File: config.mk
export PLATFORM = sky130hd
export DESIGN_NAME = reg_sequencer
export DESIGN_NICKNAME = d
export VERILOG_FILES = /design/src/rtl/reg_sequencer_pkg.sv /design/src/rtl/reg_sequencer_decode.sv /design/src/rtl/reg_sequencer.sv
export SDC_FILE = /design/constraint.sdc
export NUM_CORES = 1
export LEC_CHECK = 0
export BUFFER_PORTS_ARGS = -buffer_cell sky130_fd_sc_hd__clkbuf_2
export CAP_MARGIN = 20
export CORE_AREA = 2 2 82 84
export CTS_CLUSTER_SIZE = 24
export DETAILED_ROUTE_END_ITERATION = 10
export DIE_AREA = 0 0 84 86
export PLACE_DENSITY = 0.57
export SYNTH_ARGS = -nofsm -noshare
export SYNTH_HDL_FRONTEND = slang
export SYNTH_SLANG_ARGS = --single-unit
File: constraint.sdc
create_clock -name CLK -period 1.54 [get_ports CLK]
set_input_delay 0.385 -clock CLK [delete_from_list [all_inputs] [get_ports CLK]]
set_output_delay 0.385 -clock CLK [all_outputs]
set_load 0.05 [all_outputs]
File: src/rtl/reg_sequencer_pkg.sv
// Shared types for the register-file sequencer: opcodes, ALU operations,
// FSM states and instruction field positions.
package seq_pkg;

  typedef enum logic [3:0] {
    OP_NOP  = 4'h0,
    OP_ADD  = 4'h1,
    OP_SUB  = 4'h2,
    OP_AND  = 4'h3,
    OP_OR   = 4'h4,
    OP_XOR  = 4'h5,
    OP_LDI  = 4'h6,
    OP_JMP  = 4'h7,
    OP_BEQZ = 4'h8,
    OP_HALT = 4'hF
  } opcode_e;

  // Encoding is shared with the external ALU.
  typedef enum logic [2:0] {
    ALU_ADD   = 3'd0,
    ALU_SUB   = 3'd1,
    ALU_AND   = 3'd2,
    ALU_OR    = 3'd3,
    ALU_XOR   = 3'd4,
    ALU_PASSB = 3'd5
  } alu_op_e;

  typedef enum logic [2:0] {
    S_IDLE   = 3'd0,
    S_FETCH  = 3'd1,
    S_DECODE = 3'd2,
    S_EXEC   = 3'd3,
    S_HALTED = 3'd4
  } state_e;

  localparam int OP_MSB  = 15;
  localparam int OP_LSB  = 12;
  localparam int RD_MSB  = 11;
  localparam int RD_LSB  = 8;
  localparam int RS1_MSB = 7;
  localparam int RS1_LSB = 4;
  localparam int RS2_MSB = 3;
  localparam int RS2_LSB = 0;

endpackage

File: src/rtl/reg_sequencer_decode.sv
// Combinational instruction decoder: splits IR into register fields and
// control strobes; opcodes 9..E fall through to NOP behaviour.
module instr_decode
  import seq_pkg::*;
(
  input  logic [15:0] ir_i,
  output logic [3:0]  rd_o,
  output logic [3:0]  rs1_o,
  output logic [3:0]  rs2_o,
  output logic [7:0]  imm8_o,
  output logic [2:0]  alu_op_o,
  output logic        alu_src_o,
  output logic        reg_write_o,
  output logic        is_jmp_o,
  output logic        is_beqz_o,
  output logic        is_halt_o
);

  opcode_e op;
  logic    writes;

  assign op     = opcode_e'(ir_i[OP_MSB:OP_LSB]);
  assign rd_o   = ir_i[RD_MSB:RD_LSB];
  assign rs1_o  = ir_i[RS1_MSB:RS1_LSB];
  assign rs2_o  = ir_i[RS2_MSB:RS2_LSB];
  assign imm8_o = {rs1_o, rs2_o};

  always_comb begin
    alu_op_o  = ALU_ADD;
    alu_src_o = 1'b0;
    writes    = 1'b0;
    is_jmp_o  = 1'b0;
    is_beqz_o = 1'b0;
    is_halt_o = 1'b0;
    case (op)
      OP_ADD:  begin alu_op_o = ALU_ADD; writes = 1'b1; end
      OP_SUB:  begin alu_op_o = ALU_SUB; writes = 1'b1; end
      OP_AND:  begin alu_op_o = ALU_AND; writes = 1'b1; end
      OP_OR:   begin alu_op_o = ALU_OR;  writes = 1'b1; end
      OP_XOR:  begin alu_op_o = ALU_XOR; writes = 1'b1; end
      OP_LDI:  begin alu_op_o = ALU_PASSB; alu_src_o = 1'b1; writes = 1'b1; end
      OP_JMP:  is_jmp_o  = 1'b1;
      OP_BEQZ: is_beqz_o = 1'b1;
      OP_HALT: is_halt_o = 1'b1;
      default: ;
    endcase
  end

  // r0 is hard-wired to zero, so writes targeting it are dropped here.
  assign reg_write_o = writes && (rd_o != 4'd0);

endmodule

File: src/rtl/reg_sequencer.sv
// Three-cycle FETCH/DECODE/EXEC sequencer driving register-file and ALU
// control from a 16-bit instruction ROM; owns pc, IR and the FSM.
module reg_sequencer
  import seq_pkg::*;
#(
  parameter int PC_W = 8
) (
  input  logic            CLK,
  input  logic            RESET,
  input  logic            start,
  input  logic [15:0]     instr,
  input  logic [7:0]      RD1,
  output logic [PC_W-1:0] pc,
  output logic [3:0]      RA1,
  output logic [3:0]      RA2,
  output logic [3:0]      WA,
  output logic            write_enable,
  output logic [2:0]      alu_op,
  output logic            alu_src,
  output logic [7:0]      imm,
  output logic            busy,
  output logic            halted
);

  state_e          state_q, state_d;
  logic [PC_W-1:0] pc_q, pc_d;
  logic [15:0]     ir_q, ir_d;

  logic [3:0] rd, rs1, rs2;
  logic [7:0] imm8;
  logic [2:0] dec_alu_op;
  logic       dec_alu_src, reg_write, is_jmp, is_beqz, is_halt;

  instr_decode u_decode (
    .ir_i        (ir_q),
    .rd_o        (rd),
    .rs1_o       (rs1),
    .rs2_o       (rs2),
    .imm8_o      (imm8),
    .alu_op_o    (dec_alu_op),
    .alu_src_o   (dec_alu_src),
    .reg_write_o (reg_write),
    .is_jmp_o    (is_jmp),
    .is_beqz_o   (is_beqz),
    .is_halt_o   (is_halt)
  );

  always_ff @(posedge CLK or posedge RESET) begin
    if (RESET) begin
      state_q <= S_IDLE;
      pc_q    <= '0;
      ir_q    <= '0;
    end else begin
      state_q <= state_d;
      pc_q    <= pc_d;
      ir_q    <= ir_d;
    end
  end

  always_comb begin
    state_d      = state_q;
    pc_d         = pc_q;
    ir_d         = ir_q;
    write_enable = 1'b0;
    case (state_q)
      S_IDLE, S_HALTED: begin
        if (start) begin
          state_d = S_FETCH;
          pc_d    = '0;
        end
      end
      S_FETCH: begin
        ir_d    = instr;
        state_d = S_DECODE;
      end
      S_DECODE: state_d = S_EXEC;
      S_EXEC: begin
        // Combinational strobe off the async-reset state, so reset kills it at once.
        write_enable = reg_write;
        if (is_halt) begin
          state_d = S_HALTED;
        end else begin
          state_d = S_FETCH;
          if (is_jmp)
            pc_d = PC_W'(imm8);
          else if (is_beqz && (RD1 == 8'd0))
            pc_d = PC_W'({rd, rs2});
          else
            pc_d = pc_q + PC_W'(1);
        end
      end
      default: state_d = S_IDLE;
    endcase
  end

  assign pc      = pc_q;
  assign RA1     = rs1;
  assign RA2     = rs2;
  assign WA      = rd;
  assign alu_op  = dec_alu_op;
  assign alu_src = dec_alu_src;
  assign imm     = imm8;
  assign busy    = (state_q == S_FETCH) || (state_q == S_DECODE) || (state_q == S_EXEC);
  assign halted  = (state_q == S_HALTED);

endmodule

==> results of run 1 <==
==> worst min-delay path, stage by stage <==
cell and delay, ns:
clkbuf_2 0.08, inv_1 0.04, buf_4 0.32
==> worst paths after layout <==
check                      startpoint           end  slack (ns)  cells past startpoint
max in group asynchronous       RESET         pc[2]        1.12                      3
min                             RESET       ir_q[7]        0.12                      3
max reg2reg                state_q[0]         pc[2]       -0.16                      5
min reg2reg                   ir_q[0]         pc[0]        0.56                      1
min in group CLK             instr[7]       ir_q[7]        0.32                      2
max                        state_q[0]  write_enable       -0.29                      4
==> cell type report <==
type / instances / share of cell area [%]
repair buffers: 103 / 30.0
well taps: 77 / 3.70
clock buffers: 3 / 1.59
inverters: 4 / 0.577
flip-flops and latches: 27 / 26.3
clock inverters: 1 / 0.288
multi-input cells: 103 / 37.5
==> logic make-up (layout without fill, tap and decap cells) <==
kind of cell,Yosys count,in the layout
AOI/OAI and AO/OA,21,21
xor gates and xnor gates,4,4
adders and majority gates,1,1
buffers and inverters,33,111
DFF,27,27
muxes,17,17
and+or+nand+nor,60,60
==> sequential cells by signal (all words and copies together) (netlist names) <==
register and flops:
ir_q 16, pc 8, state_q 3
==> per-stage QoR <==
step	setup WS [ns]	cell area [um^2]	setup TNS, ns
6_report	-0.290	2600	-2.00
5_1_grt	-0.338	2600	-4.03
4_1_cts	-0.280	2380	-1.66
3_5_place_dp	-0.129	2140	-0.728
3_3_place_gp	-0.110	2140	-0.639
2_1_floorplan	-0.295	1750	-1.22
==> synthesized netlist by cell type, types with 2 or more instances <==
cell,number,share of area [%]
nor4_1,2,0.76
dfrtp_1,27,41
nor3_1,4,1.2
mux2_2,16,11
or3_1,2,0.76
a21oi_1,4,1.2
nor4b_1,2,1.1
nand4_1,2,0.76
xnor2_1,4,2.1
buf_4,22,10
nand3_1,10,3.0
and4_1,2,1.1
nor2_1,10,2.3
o21ai_0,4,1.2
buf_2,2,0.60
and3_1,4,1.5
o211ai_1,2,0.91
o221ai_1,2,1.1
buf_6,4,2.7
inv_1,4,0.91
nand2_1,12,2.7
nand3b_1,2,0.91
==> metal layers <==
layer	part of all wire, %	track usage, %	wire length [um]	vias up
li1	-	-	-	726
met1	42	14.7	1920	740
met2	51	21.7	2350	37
met3	4.7	2.41	215	4
met4	1.8	5.13	83	0
met5	0	0	0	-
==> timing repair <==
action,in CTS,in global routing
gates resized for setup,32,45
pin swaps,5,13
buffers inserted,10,9
cloned,0,0
setup endpoints to repair,14,32
==> flow_summary.ini, run 1 <==
[setup_path]
worst_path_dominant_cell_family = simple AND/OR/NAND/NOR gates
end_kind = output pin
critPathSlowestCell = dfrtp_1
start_kind = register
crit_buf_inv = 1
cp.arrival_ns = 1.44
worstPathCellList = and3b_2, nand2_2, nor4_4, buf_12
path_max_fanout = 4
critPathRequiredTime_ns = 1.15
crit_type = reg -> out
slowest_delay_ns = 0.44

[drt]
routed_wirelength_mm = 4.57
vias = 1507
viasPerCell = 4.74
wl_per_cell_um = 14.4
drcViolationCount = 0
drt-initial-drc-count = 61
antenna_left = 0
drtPass1Iterations = 4

[logic_synthesis]
synth_fp_nets = 191
yosysWarningCount = 0
yosysUniqueCellTypes = 42
synth_top_family_by_area = simple AND/OR/NAND/NOR gates
synth_edf_count = 0
ys_seq_area_share_pct = 40.8
syn_area_per_cell_um2 = 10.2
synthMuxAreaShare_pct = 11.5
synth-compound-area-share_pct = 9.75
synth_xor_area_share_pct = 2.12
ys_seq_elements = 27
synthArstFlopShare_pct = 100
ys.flop_type = dfrtp_1
syn_area_um2 = 1660
synth_adder_area_share_pct = 0.756
yosys.area_share.simple_pct = 20.6
synthesis.instances = 163

[placed_design]
hpwl_mm = 3.23
gp_congestion = 0.754
port_buffers = 61
dp.cells = 298

[clocking]
cts_max_path_buffers = 2
tritoncts = built
clk_pin_slew_ns = 0.10
cts_buffers = 3
clk_latency_ns = 0.29
hold_buffers = 0
clockRootBuffer = clkbuf_8
clock_sinks = 27
htreeDepth = 1

[sta]
fmax_ghz = 0.547
setup_ws_ns = -0.290
final.setup_skew_ns = 0.0127
maxSlewHeadroom_pct = 76.2
fin_crit_ns = 1.83
whs_ns = 0.116
setup_viol = 22
timing.final.crit_share_pct = 119
finalHoldViolations = 0
tightest_slew_ns = 0.357
maxSlewViolCount = 0
rsz0062_at_grt = yes

[die]
die-area_um2 = 7220
dieWidth_um = 84
rows = 29
core_um2 = 6280
initial_core_util_pct = 26.4
fp.dieH_um = 86
ios = 62

[cells_and_area]
nets = 270
final_common_cell = clkbuf_2
areaGrowthSynthToFinish_pct = 57.2
regArea_um2 = 686
insertedDiodeCount = 0
stdcell_count = 318
final_cell_mix = 54 x clkbuf_2, 24 x buf_4, 19 x dfrtp_1
num-fill-cells = 603
postLayoutCoreUtil_pct = 41.5
multi_input_area_um2 = 976
drive_gt1_share_pct = 68.5

[global_route]
track_usage_pct = 12.3
grt_pass1_vias = 1455
grt_pass1_wl_mm = 7.00
antenna_found_initial = 0
grt_max_degree = 28
overflow = 0

[status]
status = finished, violations left
violations = setup timing

[min_path]
hold_path_class = in -> async

[job]
maxCapViolCount = 0
Power of run 1 is left out: the tool's default activity adds up to more than one toggle a clock period on the data nets, which glitch-free logic cannot reach.
==> inputs of run 2 (changes only) <==
--- a/config.mk
+++ b/config.mk
@@ -6,12 +6,12 @@
 export NUM_CORES = 1
 export LEC_CHECK = 0
 export BUFFER_PORTS_ARGS = -buffer_cell sky130_fd_sc_hd__clkbuf_2
-export CAP_MARGIN = 20
+export CAP_MARGIN = 10
 export CORE_AREA = 2 2 82 84
 export CTS_CLUSTER_SIZE = 24
 export DETAILED_ROUTE_END_ITERATION = 10
 export DIE_AREA = 0 0 84 86
-export PLACE_DENSITY = 0.57
+export PLACE_DENSITY = 0.55
 export SYNTH_ARGS = -nofsm -noshare
 export SYNTH_HDL_FRONTEND = slang
 export SYNTH_SLANG_ARGS = --single-unit
==> constraint.sdc (replaced) <==
create_clock -name CLK -period 1.7 [get_ports CLK]
set_input_delay 0.425 -clock CLK [delete_from_list [all_inputs] [get_ports CLK]]
set_output_delay 0.425 -clock CLK [all_outputs]
set_load 0.02 [all_outputs]
==> run 2 against run 1 <==
The run still ends with setup timing left; first-iteration DRC count increased by 11%; setup slack improved by 0.17 ns; highest routed layer unchanged; via count shrank 6.0%; largest cell class unchanged; routed wire length decreased by 9.3%; clock-buffer cell count unchanged; final area is 13% lower; critical path type unchanged; critical path depth unchanged; final cell count is 3.1% lower; critical endpoint unchanged.
==> flow_summary.ini, run 2 (synthesis gave the netlist of run 1 again) <==
[clocking]
clk_latency_ns = 0.28
clk_pin_slew_ns = 0.11
clockRootBuffer = clkbuf_8
htreeDepth = 1
tritoncts = built
cts_buffers = 3
cts_max_path_buffers = 2
clock_sinks = 27

[min_path]
hold_path_class = in -> async

[setup_path]
critPathRequiredTime_ns = 1.27
path_max_fanout = 2
start_kind = register
end_kind = output pin
crit_type = reg -> out
cp.arrival_ns = 1.40

[cells_and_area]
num-fill-cells = 643
final_cell_mix = 55 x clkbuf_2, 32 x buf_4, 24 x dfrtp_1
areaGrowthSynthToFinish_pct = 36.4
postLayoutCoreUtil_pct = 36.0
drive_gt1_share_pct = 60.2
final_common_cell = clkbuf_2
regMostFlops = ir_q
nets = 260
insertedDiodeCount = 0
largest_reg_flops = 16

[sta]
setup_viol = 4
maxSlewViolCount = 0
tightest_slew_ns = 0.396
fmax_ghz = 0.549
timing.final.crit_share_pct = 107
finalHoldViolations = 0
final.setup_skew_ns = 0.0119
rsz0062_at_grt = yes
whs_ns = 0.165
fin_crit_ns = 1.82
setup_ws_ns = -0.122
maxSlewHeadroom_pct = 73.4

[global_route]
overflow = 0
grt_max_degree = 28
grt_pass1_vias = 1381
grt_pass1_wl_mm = 6.78
track_usage_pct = 11.6
antenna_found_initial = 0

[drt]
routed_wirelength_mm = 4.15
vias = 1416
viasPerCell = 4.60
drtPass1Iterations = 4
drcViolationCount = 0
drt-initial-drc-count = 68
wl_per_cell_um = 13.5
antenna_left = 0

[die]
initial_core_util_pct = 26.4
die-area_um2 = 7220
dieWidth_um = 84
ios = 62
core_um2 = 6280
fp.dieH_um = 86
rows = 29

[power_and_ir_drop]
p_leak_nw = 1.05
power.density_nw_per_um2 = 2030
ir_drop_mv = 0.821
p_total_mw = 4.59

[placed_design]
port_buffers = 61
hpwl_mm = 3.20
gp_congestion = 0.732

[job]
maxCapViolCount = 0

[status]
status = finished, violations left
violations = setup timing
[run 2: cell types whose count changed in the layout (fill, tap and decap cells not counted), sizes merged]
cell	before	now
inv	4	5
clkbuf	59	58
buf	47	38
clkinvlp	1	0
[run 2: worst paths after layout]
check	slack, ns	depth (start not counted)	to	from
max in group asynchronous	1.26	3	ir_q[14]	RESET
min in group CLK	0.32	2	state_q[2]	start
worst max register to register	0.02	5	pc[2]	state_q[0]
worst min-delay path	0.16	3	ir_q[4]	RESET
worst max-delay path	-0.12	4	write_enable	state_q[2]
worst min register to register	0.55	1	pc[0]	ir_q[0]
[run 2: per-stage QoR]
step                instance area (um^2)  std cells  TNS [ns]  setup slack [ns]
detailed placement                  2020        295   -0.0197           -0.0197
CTS                                 2190        308    -0.518            -0.200
global placement                    2020        295         0           0.00663
floorplan                           1660        163  -0.00544          -0.00544
global route                        2260        308    -0.685            -0.176
finish                              2260        308    -0.345            -0.122
[run 2: report_power, final]
| part | internal, mW | switching (mW) |
|---|---|---|
| registers | 0.963 | 0.362 |
| clock network | 0.173 | 0.222 |
| logic | 1.38 | 1.49 |
[run 2: metal layers]
layer  wire length (um)  global-route usage [%]
met5                  0                       0
met4                 27                    2.35
met3                199                    2.79
met2               1940                    18.3
met1               1980                    16.3
[run 2: timing repair]
item                                    in CTS  in global routing
endpoints found under the setup margin       6                 12
buffers inserted                             9                  0
pin swaps                                    3                  4
gates resized for setup                     16                 22
hold buffers                                 0                  0
[run 2: critical path: stages, from the launching register on]
cell     delay (ns)
dfrtp_1        0.39
and3b_2        0.25
nand2_2        0.07
nor4_4         0.22
buf_4          0.18
[run 2: final cells by class]
class	instances	area (um^2)	share of cell area (%)
Clock buffer	3	41.3	1.83
Clock inverter	1	8.76	0.388
Inverter	4	15.0	0.665
Multi-Input combinational cell	103	822	36.4
Sequential cell	27	679	30.1
Tap cell	77	96.3	4.27
Timing Repair Buffer	93	596	26.4
Power figures use the tool's default switching activity.
==> inputs of run 3 (changes only) <==
--- a/config.mk
+++ b/config.mk
@@ -5,12 +5,14 @@
 export SDC_FILE = /design/constraint.sdc
 export NUM_CORES = 1
 export LEC_CHECK = 0
+export ABC_AREA = 1
 export BUFFER_PORTS_ARGS = -buffer_cell sky130_fd_sc_hd__clkbuf_2
 export CAP_MARGIN = 10
 export CORE_AREA = 2 2 82 84
 export CTS_CLUSTER_SIZE = 24
 export DETAILED_ROUTE_END_ITERATION = 10
 export DIE_AREA = 0 0 84 86
+export MAX_ROUTING_LAYER = met4
 export PLACE_DENSITY = 0.55
 export SYNTH_ARGS = -nofsm -noshare
 export SYNTH_HDL_FRONTEND = slang
==> run 3 against run 2 <==
The flow still finishes with violations (setup timing); critical path depth grew 2; first-iteration DRC count shrank 21%; area after synthesis shrank 0.68%; via count grew 5.2%; combinational power shrank 20%; final area shrank 8.5%.
==> flow_summary.ini, run 3 <==
[status]
status = finished, violations left
violations = setup timing

[logic_synthesis]
synth_most_common_cell = nand2_1
synthesis.instances = 212
yosysUniqueCellTypes = 31
yosysWarningCount = 0
synth_fp_nets = 240
synth.top_cell.area_share_pct = 41.1
ys.flop_type = dfrtp_1
syn_area_um2 = 1640
synth_top_area_cell = dfrtp_1
ys_seq_elements = 27
synthArstFlopShare_pct = 100
synthTopCellsByArea = dfrtp_1 41%, nand2_1 9.6%, buf_4 9.1%
synth_edf_count = 0
synthTopCellsByCount = 42 x nand2_1, 27 x dfrtp_1, 23 x nor2_1
ys_seq_area_share_pct = 41.1
syn_area_per_cell_um2 = 7.76

[drt]
antenna_left = 0
drt-initial-drc-count = 54
viasPerCell = 4.36
wl_per_cell_um = 11.9
vias = 1490
routed_wirelength_mm = 4.08
drcViolationCount = 0
drtPass1Iterations = 4

[power_and_ir_drop]
power.density_nw_per_um2 = 1890
ir_drop_mv = 0.750
p_leak_nw = 1.10
p_total_mw = 3.90

[global_route]
antenna_found_initial = 0
grt_max_degree = 28
grt_pass1_vias = 1391
overflow = 0
grt_pass1_wl_mm = 6.59
track_usage_pct = 11.8

[placed_design]
hpwl_mm = 3.11
gp_congestion = 0.820
port_buffers = 61
pre_cts_slack_ns = 0.0821

[die]
rows = 29
fp.dieH_um = 86
ios = 62
initial_core_util_pct = 26.2
dieWidth_um = 84
core_um2 = 6280
die-area_um2 = 7220

[setup_path]
slowest_delay_ns = 0.42
crit_type = reg -> out
path_max_fanout = 4
critPathSlowestCell = dfrtp_1
start_kind = register
r2r_slack_ns = 0.12
reg2reg_depth = 10
crit_buf_inv = 2
worstPathCellList = inv_2, nand2_4, o22ai_2, nand2_1, a21oi_2, clkbuf_8
worst_path_dominant_cell_family = flip-flops
cp.arrival_ns = 1.40
end_kind = output pin
critPathRequiredTime_ns = 1.27
cp-startpoint = ir_q[15]
rr_endpoint = pc[3]
r2r-start = ir_q[14]

[cells_and_area]
postLayoutCoreUtil_pct = 32.9
largest_reg_flops = 16
regMostFlops = ir_q
nets = 294
areaGrowthSynthToFinish_pct = 25.7
drive_gt1_share_pct = 41.5
regArea_um2 = 678
final_cell_mix = 56 x clkbuf_2, 41 x nand2_1, 25 x dfrtp_1
multi_input_area_um2 = 741
final_common_cell = clkbuf_2
num-fill-cells = 700
insertedDiodeCount = 0

[clocking]
tritoncts = built
clockRootBuffer = clkbuf_8
cts_max_path_buffers = 2
clk_pin_slew_ns = 0.09
cts_buffers = 3
clk_latency_ns = 0.27
clock_sinks = 27
htreeDepth = 1
hold_buffers = 0

[sta]
timing.final.crit_share_pct = 107
tightest_slew_ns = 0.382
rsz0062_at_grt = yes
setup_ws_ns = -0.125
maxSlewViolCount = 0
setup_viol = 2
fmax_ghz = 0.548
whs_ns = 0.190
finalHoldViolations = 0
maxSlewHeadroom_pct = 74.5
fin_crit_ns = 1.83
final.setup_skew_ns = 0.00244

[job]
maxCapViolCount = 0

[min_path]
hold_path_class = in -> async
==> run 3: cell count changes in the layout (fill, tap and decap cells not counted), moves of 4 or more <==
cell | before | now
a21oi_1 | 3 | 14
and3_1 | 4 | 0
buf_4 | 32 | 11
inv_1 | 3 | 17
inv_2 | 1 | 8
mux2_2 | 16 | 5
nand2_1 | 9 | 41
nand3_1 | 10 | 20
nor2_1 | 7 | 22
nor2_2 | 2 | 6
o21ai_0 | 4 | 0
==> run 3: through the flow <==
step / TNS (ns) / instances / area [um^2]
2_1_floorplan: 0 / 212 / 1640
3_3_place_gp: 0 / 332 / 1920
3_5_place_dp: 0 / 332 / 1920
4_1_cts: -0.137 / 341 / 2020
5_1_grt: -0.350 / 342 / 2070
6_report: -0.135 / 342 / 2070
==> run 3: cell type report <==
class	instances	area share (%)
clock buffers	4	2.18
inverters	27	4.96
repair buffers	71	19.6
multi-input cells	136	35.8
flip-flops and latches	27	32.8
well taps	77	4.66
==> run 3: kinds of logic (layout without fill, tap and decap cells) <==
group,after synthesis,after routing,synth area share [%]
buffers and inverters,49,102,16.0
and+or+nand+nor,104,104,29.5
muxes,5,5,3.42
AOI/OAI and AO/OA,23,23,7.69
xor gates and xnor gates,3,3,1.60
adders and majority gates,1,1,0.761
DFF,27,27,41.1
==> run 3: worst min-delay path, cell delays in order <==
cell,delay (ns)
clkbuf_2,0.08
inv_1,0.04
buf_4,0.34
==> run 3: repair_timing <==
item,CTS,global route
pin swaps,3,3
gates cloned,0,0
resized for setup,11,14
endpoints found under the setup margin,5,5
hold endpoints to repair,0,0
setup buffers,5,3
==> run 3: metal layers <==
metal	up-vias	share of wire, %	wire length [um]	GRT usage [%]
met4	0	0.47	19	1.76
met1	678	43	1770	14.4
li1	763	-	-	-
met2	47	51	2080	20.4
met3	2	5.2	213	2.79
met5	-	0	0	-
==> run 3: power breakdown <==
group / internal, mW / switching (mW) / total, mW
sequential: 0.932 / 0.311 / 1.24
clock: 0.168 / 0.198 / 0.366
combinational: 0.859 / 1.43 / 2.29
total: 1.96 / 1.94 / 3.90
==> run 3: worst max-delay path by stage <==
stage                   endpoint  slack [ns]  cells past startpoint
finish              write_enable       -0.13                      6
global route        write_enable       -0.20                      6
CTS                 write_enable       -0.11                      6
detailed placement  write_enable        0.08                      6
global placement    write_enable        0.12                      6
floorplan           write_enable        0.12                      5
